### config.mk
export PLATFORM = sky130hd
export DESIGN_NAME = addn_sub_seq_v
export DESIGN_NICKNAME = d
export VERILOG_FILES = /design/src/rtl/addn_sub_seq_v.sv
export SDC_FILE = /design/constraint.sdc
export NUM_CORES = 1
export LEC_CHECK = 0
export BUFFER_PORTS_ARGS = -buffer_cell sky130_fd_sc_hd__buf_2
export CAP_MARGIN = 10
export CORE_UTILIZATION = 59
export CTS_CLUSTER_DIAMETER = 150
export DETAILED_ROUTE_END_ITERATION = 8
export GPL_TIMING_DRIVEN = 0
export PLACE_DENSITY = 0.95
export SLEW_MARGIN = 10
export SYNTH_ARGS = -nofsm -noshare
export SYNTH_HDL_FRONTEND = slang
export SYNTH_SLANG_ARGS = --single-unit
export TNS_END_PERCENT = 50
### constraint.sdc
create_clock -name i_CLK -period 7 [get_ports i_CLK]
set_input_delay 0.7 -clock i_CLK [delete_from_list [all_inputs] [get_ports i_CLK]]
set_output_delay 0.7 -clock i_CLK [all_outputs]
set_load 0.02 [all_outputs]
### src/rtl/addn_sub_seq_v.sv
// Multi-cycle adder/subtractor: CHUNK bits per clock through a registered carry chain.
// Define ADDN_SUB_OVF_EN to compute signed overflow on o_V (otherwise o_V is tied to 0).
module addn_sub_seq_v #(
    parameter int WIDTH = 16,
    parameter int CHUNK = 4
) (
    input  logic             i_CLK,
    input  logic             i_RSTn,
    input  logic             i_START,
    input  logic [WIDTH-1:0] i_A,
    input  logic [WIDTH-1:0] i_B,
    input  logic             i_ADDN_SUB,
    output logic             o_BUSY,
    output logic             o_DONE,
    output logic [WIDTH-1:0] o_S,
    output logic             o_C,
    output logic             o_V
);
    localparam int NCH = WIDTH / CHUNK;
    localparam int KW  = (NCH > 1) ? $clog2(NCH) : 1;
    localparam int NPAD = 2 ** KW;
    localparam logic [KW-1:0] K_LAST = KW'(NCH - 1);

    localparam logic [1:0] S_IDLE = 2'd0;
    localparam logic [1:0] S_RUN  = 2'd1;
    localparam logic [1:0] S_DONE = 2'd2;

    logic [1:0]       state_q, state_d;
    logic [WIDTH-1:0] a_q, a_d;
    logic [WIDTH-1:0] b_q, b_d;
    logic             m_q, m_d;
    logic             c_q, c_d;
    logic [KW-1:0]    k_q, k_d;
    logic [WIDTH-1:0] acc_q, acc_d;
    logic [WIDTH-1:0] s_q, s_d;
    logic             co_q, co_d;
    logic             v_q, v_d;
    logic             busy_q, busy_d;
    logic             done_q, done_d;

    logic [CHUNK-1:0] a_ch [NPAD];
    logic [CHUNK-1:0] b_ch [NPAD];
    logic [CHUNK-1:0] a_slice;
    logic [CHUNK-1:0] b_slice;
    logic [CHUNK:0]   sum;
    logic [WIDTH-1:0] acc_merge;

    // Padded chunk tables keep the selector a plain array index for any NCH.
    for (genvar gi = 0; gi < NPAD; gi++) begin : g_chunk
        if (gi < NCH) begin : g_real
            assign a_ch[gi] = a_q[gi*CHUNK +: CHUNK];
            assign b_ch[gi] = b_q[gi*CHUNK +: CHUNK];
            assign acc_merge[gi*CHUNK +: CHUNK] =
                (k_q == KW'(gi)) ? sum[CHUNK-1:0] : acc_q[gi*CHUNK +: CHUNK];
        end else begin : g_pad
            assign a_ch[gi] = '0;
            assign b_ch[gi] = '0;
        end
    end

    assign a_slice = a_ch[k_q];
    assign b_slice = b_ch[k_q];
    assign sum     = {1'b0, a_slice} + {1'b0, b_slice} + {{CHUNK{1'b0}}, c_q};

`ifdef ADDN_SUB_OVF_EN
    logic msb_cin;
    // Carry into the MSB recovered from the MSB sum bit and its operands.
    assign msb_cin = sum[CHUNK-1] ^ a_slice[CHUNK-1] ^ b_slice[CHUNK-1];
`endif

    always_comb begin
        state_d = state_q;
        a_d     = a_q;
        b_d     = b_q;
        m_d     = m_q;
        c_d     = c_q;
        k_d     = k_q;
        acc_d   = acc_q;
        s_d     = s_q;
        co_d    = co_q;
        v_d     = v_q;
        busy_d  = busy_q;
        done_d  = 1'b0;
        case (state_q)
            S_IDLE: begin
                busy_d = 1'b0;
                if (i_START) begin
                    a_d     = i_A;
                    b_d     = i_B ^ {WIDTH{i_ADDN_SUB}};
                    m_d     = i_ADDN_SUB;
                    c_d     = i_ADDN_SUB;
                    k_d     = '0;
                    busy_d  = 1'b1;
                    state_d = S_RUN;
                end
            end
            S_RUN: begin
                acc_d = acc_merge;
                c_d   = sum[CHUNK];
                k_d   = k_q + KW'(1);
                if (k_q == K_LAST) begin
                    state_d = S_DONE;
                    done_d  = 1'b1;
                    s_d     = acc_merge;
                    co_d    = sum[CHUNK] ^ m_q;
`ifdef ADDN_SUB_OVF_EN
                    v_d     = msb_cin ^ sum[CHUNK];
`else
                    v_d     = 1'b0;
`endif
                end
            end
            S_DONE: begin
                busy_d  = 1'b0;
                state_d = S_IDLE;
            end
            default: begin
                busy_d  = 1'b0;
                state_d = S_IDLE;
            end
        endcase
    end

    always_ff @(posedge i_CLK or negedge i_RSTn) begin
        if (!i_RSTn) begin
            state_q <= S_IDLE;
            a_q     <= '0;
            b_q     <= '0;
            m_q     <= 1'b0;
            c_q     <= 1'b0;
            k_q     <= '0;
            acc_q   <= '0;
            s_q     <= '0;
            co_q    <= 1'b0;
            v_q     <= 1'b0;
            busy_q  <= 1'b0;
            done_q  <= 1'b0;
        end else begin
            state_q <= state_d;
            a_q     <= a_d;
            b_q     <= b_d;
            m_q     <= m_d;
            c_q     <= c_d;
            k_q     <= k_d;
            acc_q   <= acc_d;
            s_q     <= s_d;
            co_q    <= co_d;
            v_q     <= v_d;
            busy_q  <= busy_d;
            done_q  <= done_d;
        end
    end

    assign o_BUSY = busy_q;
    assign o_DONE = done_q;
    assign o_S    = s_q;
    assign o_C    = co_q;
    assign o_V    = v_q;
endmodule
# Word-level counts from Yosys, hierarchy flattened
# Index checks and enable logic that the tools add are counted.
[op_classes] bitwise_logic=3 magnitude_cmp=1 addsub=3 muxes=21 n_eq_ne=6 n_reduce_logical=7
[op_table] op="two-way mux 4 bit" count=8
[op_table] op="binary-select mux 4 bit (select 2 bit)" count=2
[op_table] op="XOR 16 bit" count=1
[op_table] op="case mux 2 bit (2 select lines)" count=2
[op_table] op="AND reduction 2 bit" count=4
[op_table] op="two-way mux 2 bit" count=3
[op_table] op="adder 4 x 4 -> 5 bit" count=1
[op_table] op="adder 5 x 1 -> 5 bit" count=1
[op_table] op="equality test 2 x 1 -> 1 bit (second input constant)" count=2
[op_table] op="equality test 2 bit (second input constant)" count=2
[op_table] op="logical NOT 2 bit" count=2
[op_table] op="two-way mux 1 bit" count=4
[op_table] op="!= test 2 bit (second input constant)" count=2
[op_table] op="case mux 1 bit (2 select lines)" count=2
[op_table] op="greater-or-equal comparator 3 bit (second input constant)" count=1
[op_table] op="inverter 2 -> 3 bit" count=1
[op_table] op="adder 2 x 1 -> 2 bit (second input constant)" count=1
[op_table] op="nonzero test 2 bit" count=1
[op_table] op="XOR 1 bit" count=1
[word_totals] ff_bits=73 out_inout_bits=20 inputBits=36 word_cells=52

# Logic depth before layout (Yosys ltp)
# Gate-level depths: netlist (run 1).
[logic_depth] word_depth=7 depth_mapped=7

# Worst setup path after synthesis (run 1)
# Ideal clock, no wire load.
[synth_path] path_type="reg-to-reg" start="register k_q[0]" end="register s_q[10], in the netlist o_S[10]" synth_period_minus_slack_ns=2.763 arrival_time_ns=2.645 slack_ns=4.237 path_stages_with_launch=8 setup_ns=0.118 cell_sequence="dfrtp_1 buf_2 mux4_2 fa_1 fa_1 xnor2_1 a211oi_1 a21o_1"
[synth_between] elab_chain_cells=7 elab_cells_between_ends=13 cone_classes="2 x add/sub; 2 x eq/ne; 7 x mux; 1 x bitwise; 1 x reduce/logical"
[synth_lines] element="from (decl)" line_no="33" rtl="logic [KW-1:0] k_q, k_d;"
[synth_lines] element="from (signal assigned)" line_no="144" rtl="k_q <= k_d;"
[synth_lines] element="inverter 2 -> 3 bit (implied by the code)" line_no="61, 62"
[synth_lines] element="binary-select mux 4 bit (select 2 bit) (on tied branches)" line_no="61, 62"
[synth_lines] element="two-way mux 4 bit (on tied branches) (2 in series)" line_no="61, 62"
[synth_lines] element="adder 4 x 4 -> 5 bit" line_no="63" rtl="assign sum = {1'b0, a_slice} + {1'b0, b_slice} + {{CHUNK{1'b0}}, c_q};"
[synth_lines] element="adder 5 x 1 -> 5 bit" line_no="63"
[synth_lines] element="two-way mux 4 bit" line_no="54" rtl="(k_q == KW'(gi)) ? sum[CHUNK-1:0] : acc_q[gi*CHUNK +: CHUNK];"
[synth_lines] element="to (signal assigned)" line_no="133" rtl="s_q <= '0;"
[synth_lines] element="to (signal assigned)" line_no="146" rtl="s_q <= s_d;"
[synth_lines] element="to (decl)" line_no="35" rtl="logic [WIDTH-1:0] s_q, s_d;"
# Several ways; a longest one is shown, not always the timed one. The select of a mux whose other input is x is not followed.
# A chain may end at the register's enable or synchronous reset.

# Final worst setup path (run 1)
[layout_path] start="register k_q[0]" end="register s_q[2], in the netlist o_S[2]"
# The elaborated chain is that of the path after synthesis.

==> results.cfg, run 1 <==
[timing]
fin_skew_ps = 11.8
final_max_slew_viol_count = 0
fin_crit_sh = 0.459
fin_ws_ps = 3790
fmax_ghz = 0.311
rsz0062_at_grt = false
fin_crit_ps = 3210
relSlewSlack = 0.594
tightest_slew_ps = 605
setup_viol_count_final = 0
final-hold-violation-count = 0
timing.setup.tns_ps = 0

[final_layout]
final_cell_mix = 69 x dfrtp_1, 59 x buf_2, 26 x nand2_1
n_antenna_cell = 0
area_growth_pct = 17.7
final_util = 0.719
layout.nets = 394
nFillCells = 383
fin_area_sq_mm = 0.00396
final_common_cell = dfrtp_1
layout-drive-gt1-share = 0.342

[logic_synthesis]
ys_types = 39
yosys_warnings = 0
netlist_area_sq_mm = 0.00336
netlist_instances = 284
synth_edf_count = 0
seq_area_frac_synth = 0.513
syn-num-nets = 329
ys_ff_latch = 69
avgSynthCellArea_sq_um = 11.8
synth_ff_type = dfrtp_1
async_flop_share = 1.00

[drt]
dr.pass1.iters = 6
wl_per_cell_um = 15.8
route.vias.total = 2372
drtAntennaViolNets = 0
drtIter0Drc = 200
totalWireLength_um = 6730
drc = 2
via_per_inst = 5.57

[floorplan]
fp.coreArea_sq_mm = 0.00551
num_io_pins = 56
start_util = 0.611
die_x_um = 77.5
die_area_sq_mm = 0.00601
die_y_um = 77.5
rows = 27

[clocking]
clk_latency_ps = 350
cts_resized = 0
hold_buffers = 0
postCtsSetupBuffers = 0
numCtsBuffers = 9
htree_levels = 3
tritoncts = yes
clockBufferDepth = 2
clk_pin_slew_ps = 70
root_buffer = clkbuf_8
clock_sinks = 69

[power_and_ir_drop]
p_leak_nw = 1.83
power_mw = 2.22
vdd_drop_max_mv = 0.339
power_density_mw_per_mm2 = 560

[worst_setup_path]
slowest_delay_ps = 570
critical-path-slowest-cell = mux4_2
crit_required_ps = 7240
path_cells = buf_2 > mux4_2 > fa_1 > fa_1 > xnor2_1 > a211oi_1 > a21o_1
cpMostUsedCell = fa_1
crit_buf_inv = 1
endpoint_kind = flop
cp_top_family = adder cells
startpoint_type = flop
crit_arrival_ps = 3450
cp_max_fo = 10
crit_type = reg2reg

[global_route]
grt_use_total = 0.252
grt_max_degree = 58
grt_pass1_wl_um = 11400
grt-ovfl-total = 0
grt_pass1_vias = 2475
antenna_found_initial = 0

[place]
place.port_buffers = 53
dpl.hpwl_um = 4740
place.gp.congestion = 0.838
dp_slack_ps = 3850
post_dp_cell_area_sq_mm = 0.00375

[outcome]
failed_checks = design-rule violations
status = finished, violations left

[run]
max-cap-violations = 0

[worst_hold_path]
hold_class = in2async
per-stage QoR:
| stage | cells | hold slack [ps] |
|---|---|---|
| 2_1_floorplan | 284 | 404 |
| 3_3_place_gp | 409 | 453 |
| 3_5_place_dp | 410 | 458 |
| 4_1_cts | 426 | 194 |
| 5_1_grt | 426 | 197 |
| 6_report | 426 | 197 |
power breakdown:
part           switching (mW)  internal, mW
sequential              0.100         0.595
combinational           0.669         0.515
clock                   0.146         0.193
total                   0.915          1.30
kinds of logic (layout without fill, tap and decap cells):
kind of cell	count (synthesis)	in the layout	share of synthesized area
fa+ha+maj	9	9	0.0379
flops	69	69	0.513
compound gates	50	50	0.0904
mux	40	40	0.157
buf+inv	28	98	0.0517
xor+xnor	17	17	0.0443
other cells	1	1	0.00112
simple gates	70	70	0.104
cell type report:
| cell class | count | area [sq um] | area share |
|---|---|---|---|
| clock buffers | 13 | 169 | 0.0427 |
| inverters | 6 | 22.5 | 0.00569 |
| repair buffers | 54 | 295 | 0.0746 |
| well taps | 72 | 90.1 | 0.0227 |
| flip-flops and latches | 69 | 1730 | 0.436 |
| clock inverters | 3 | 42.5 | 0.0107 |
| multi-input cells | 187 | 1460 | 0.369 |
| plain buffers | 22 | 151 | 0.0382 |
flip-flops by register name, summed over array words and instances (netlist names):
signal,flops
a_q,16
m_q,1
o_DONE,1
state_q,2
c_q,1
o_S,16
o_C,1
o_BUSY,1
b_q,16
acc_q,12
k_q,2
synthesized netlist by cell type, drive strengths merged (6+ instances only):
master,instances,share of area
dfrtp,69,0.51
nand2,26,0.029
mux2,23,0.077
a21oi,21,0.031
nor2,20,0.022
buf,18,0.041
xnor2,17,0.044
o21ai,11,0.016
mux2i,9,0.027
mux4,8,0.054
ha,7,0.026
inv,6,0.0067
nand3,6,0.0089
worst reg2reg max path: stages, from the launching register on:
cell      delay (ps)
dfrtp_1          420
buf_2            330
mux4_2           580
fa_1             450
fa_1             420
xnor2_1          530
a211oi_1         200
a21o_1           190
layer usage:
| layer | GRT usage | wire length, um | vias to the layer above |
|---|---|---|---|
| li1 | - | - | 1125 |
| met1 | 0.294 | 2710 | 1140 |
| met2 | 0.430 | 3500 | 91 |
| met4 | 0.147 | 165 | 0 |
| met5 | 0 | 0 | - |
| met3 | 0.0518 | 360 | 16 |
worst paths after layout:
check | slack, ps | start | cells past startpoint | end
setup / recovery | 3790 | k_q[0] | 7 | o_S[2]
hold / removal | 200 | i_RSTn | 1 | o_S[0]
setup reg to reg | 3790 | k_q[0] | 7 | o_S[2]
hold reg to reg | 470 | o_S[13] | 2 | o_S[13]
max in group asynchronous | 6280 | i_RSTn | 2 | k_q[0]
min in group i_CLK | 470 | o_S[13] | 2 | o_S[13]
No activity file was read; power rests on OpenSTA's default activity.
==> run 2, diff against run 1 <==
--- a/config.mk
+++ b/config.mk
@@ -7,11 +7,11 @@
 export LEC_CHECK = 0
 export BUFFER_PORTS_ARGS = -buffer_cell sky130_fd_sc_hd__buf_2
 export CAP_MARGIN = 10
-export CORE_UTILIZATION = 59
+export CORE_UTILIZATION = 50
 export CTS_CLUSTER_DIAMETER = 150
 export DETAILED_ROUTE_END_ITERATION = 8
 export GPL_TIMING_DRIVEN = 0
-export PLACE_DENSITY = 0.95
+export PLACE_DENSITY = 0.87
 export SLEW_MARGIN = 10
 export SYNTH_ARGS = -nofsm -noshare
 export SYNTH_HDL_FRONTEND = slang
==> constraint.sdc (replaced) <==
create_clock -name i_CLK -period 2.61 [get_ports i_CLK]
set_input_delay 0.261 -clock i_CLK [delete_from_list [all_inputs] [get_ports i_CLK]]
set_output_delay 0.261 -clock i_CLK [all_outputs]
set_load 0.02 [all_outputs]
==> run 2 against run 1 <==
The run still ends with design-rule violations left. Design area up 0.51%. Combinational power grew to 3.0 times the previous value. Clock power is 120% higher. Sequential share of layout area fell by 0.19 points. First-iteration DRC count down 54%. Maximum frequency grew 26%. Clock-buffer cell count did not move. Worst setup slack worse by 3700 ps. Total power rose to 2.8 times the previous value. Final cell count rose by 1.9%. Largest cell class unchanged.
==> results.cfg, run 2 (same netlist as run 1, synthesis figures left out) <==
[worst_setup_path]
cp_max_fo = 10
crit_arrival_ps = 2820
worstRegToRegCells = 8
reg2reg_to = o_S[11]
crit_required_ps = 2890
crit_type = reg2reg
r2r_slack_ps = 70
r2r-start = k_q[0]
endpoint_kind = flop
startpoint_type = flop

[place]
dpl.hpwl_um = 4550
place.gp.congestion = 0.799
place.port_buffers = 53
dp_slack_ps = -273

[floorplan]
die_area_sq_mm = 0.00706
rows = 29
die_x_um = 84.0
fp.coreArea_sq_mm = 0.00642
die_y_um = 84.0
start_util = 0.524
num_io_pins = 56

[clocking]
root_buffer = clkbuf_8
clk_pin_slew_ps = 70
hold_buffers = 0
tritoncts = yes
clk_latency_ps = 350
clock_sinks = 69
htree_levels = 3
numCtsBuffers = 9
clockBufferDepth = 2

[timing]
relSlewSlack = 0.427
final-hold-violation-count = 0
rsz0062_at_grt = false
fin_skew_ps = 6.08
fmax_ghz = 0.393
fin_crit_ps = 2540
fin_ws_ps = 65.5
final_max_slew_viol_count = 0
setup_viol_count_final = 0
fin_crit_sh = 0.975
tightest_slew_ps = 859
holdWs_ps = 38.0

[outcome]
failed_checks = design-rule violations
status = finished, violations left

[power_and_ir_drop]
vdd_drop_max_mv = 0.828
power_density_mw_per_mm2 = 1540
p_leak_nw = 1.84

[run]
max-cap-violations = 0

[final_layout]
final_common_cell = dfrtp_1
n_antenna_cell = 0
area_growth_pct = 18.3
layout.nets = 398
layout-drive-gt1-share = 0.364
final_cell_mix = 68 x dfrtp_1, 59 x buf_2, 26 x nand2_1
nFillCells = 510

[global_route]
grt_use_total = 0.207
grt_pass1_wl_um = 11300
grt-ovfl-total = 0
grt_max_degree = 70
grt_pass1_vias = 2444
antenna_found_initial = 0

[drt]
totalWireLength_um = 6690
drc = 10
dr.pass1.iters = 6
wl_per_cell_um = 15.4
via_per_inst = 5.51
route.vias.total = 2392
drtAntennaViolNets = 0
drtIter0Drc = 93

[worst_hold_path]
hold_class = in2async
[run 2: changes by cell type in the layout (fill, tap and decap cells not counted), sizes merged]
cell      before  now
clkbuf        17   16
clkinv         1    2
buf           72   77
clkinvlp       1    0
bufinv         1    0
[run 2: layer usage]
layer / up-vias / track usage / wire (um)
met1: 1186 / 0.254 / 2920
met3: 13 / 0.0633 / 314
met5: - / 0 / 0
li1: 1122 / - / -
met2: 71 / 0.349 / 3350
met4: 0 / 0.0674 / 113
[run 2: critical path: stages (launching register included)]
cell	delay, ps
dfrtp_2	390
buf_12	140
buf_4	110
mux4_2	500
ha_1	370
and3_1	230
buf_6	140
or4_1	490
nand3_1	100
[run 2: power by group]
part,internal [mW],total (mW),switching [mW],leakage [nW]
Sequential,1.60,1.86,0.264,0.819
Combinational,1.62,3.55,1.93,0.936
Clock,0.363,0.735,0.372,0.0833
[run 2: repair_timing]
| item | 4_1_cts | 5_1_grt |
|---|---|---|
| pin swaps | 2 | 5 |
| setup endpoints to repair | 19 | 5 |
| setup buffers | 2 | 3 |
| gates resized for setup | 9 | 4 |
| cloned | 0 | 0 |
| endpoints found under the hold margin | 0 | 0 |
[run 2: per-stage QoR]
stage / power [mW] / setup TNS, ps / util / cell area, sq um / cells
4_1_cts: 5.99 / 0 / 0.614 / 3940 / 431
3_3_place_gp: 4.88 / -1150 / 0.582 / 3730 / 414
3_5_place_dp: 5.04 / -2250 / 0.582 / 3740 / 414
6_report: 6.15 / 0 / 0.620 / 3980 / 434
2_1_floorplan: 4.27 / 0 / - / 3370 / 284
5_1_grt: 6.58 / 0 / 0.620 / 3980 / 434
[run 2: worst max-delay path by stage]
stage | end | slack [ps] | startpoint | cells after the start
finish | o_S[11] | 70 | k_q[0] | 8
CTS | o_S[6] | 10 | k_q[0] | 8
global route | o_S[7] | 5 | k_q[0] | 8
floorplan | o_S[6] | 20 | k_q[0] | 7
detailed placement | o_S[6] | -270 | k_q[1] | 7
global placement | o_S[6] | -210 | k_q[1] | 7
[run 2: layout make-up]
class | instances | area (sq um) | area share
inverter | 6 | 22.5 | 0.00566
clock buffer | 13 | 149 | 0.0374
timing repair buffer | 58 | 309 | 0.0776
multi-input combinational | 187 | 1500 | 0.376
buffer | 22 | 168 | 0.0421
sequential | 69 | 1730 | 0.434
tap | 77 | 96.3 | 0.0242
clock inverter | 2 | 10.0 | 0.00251
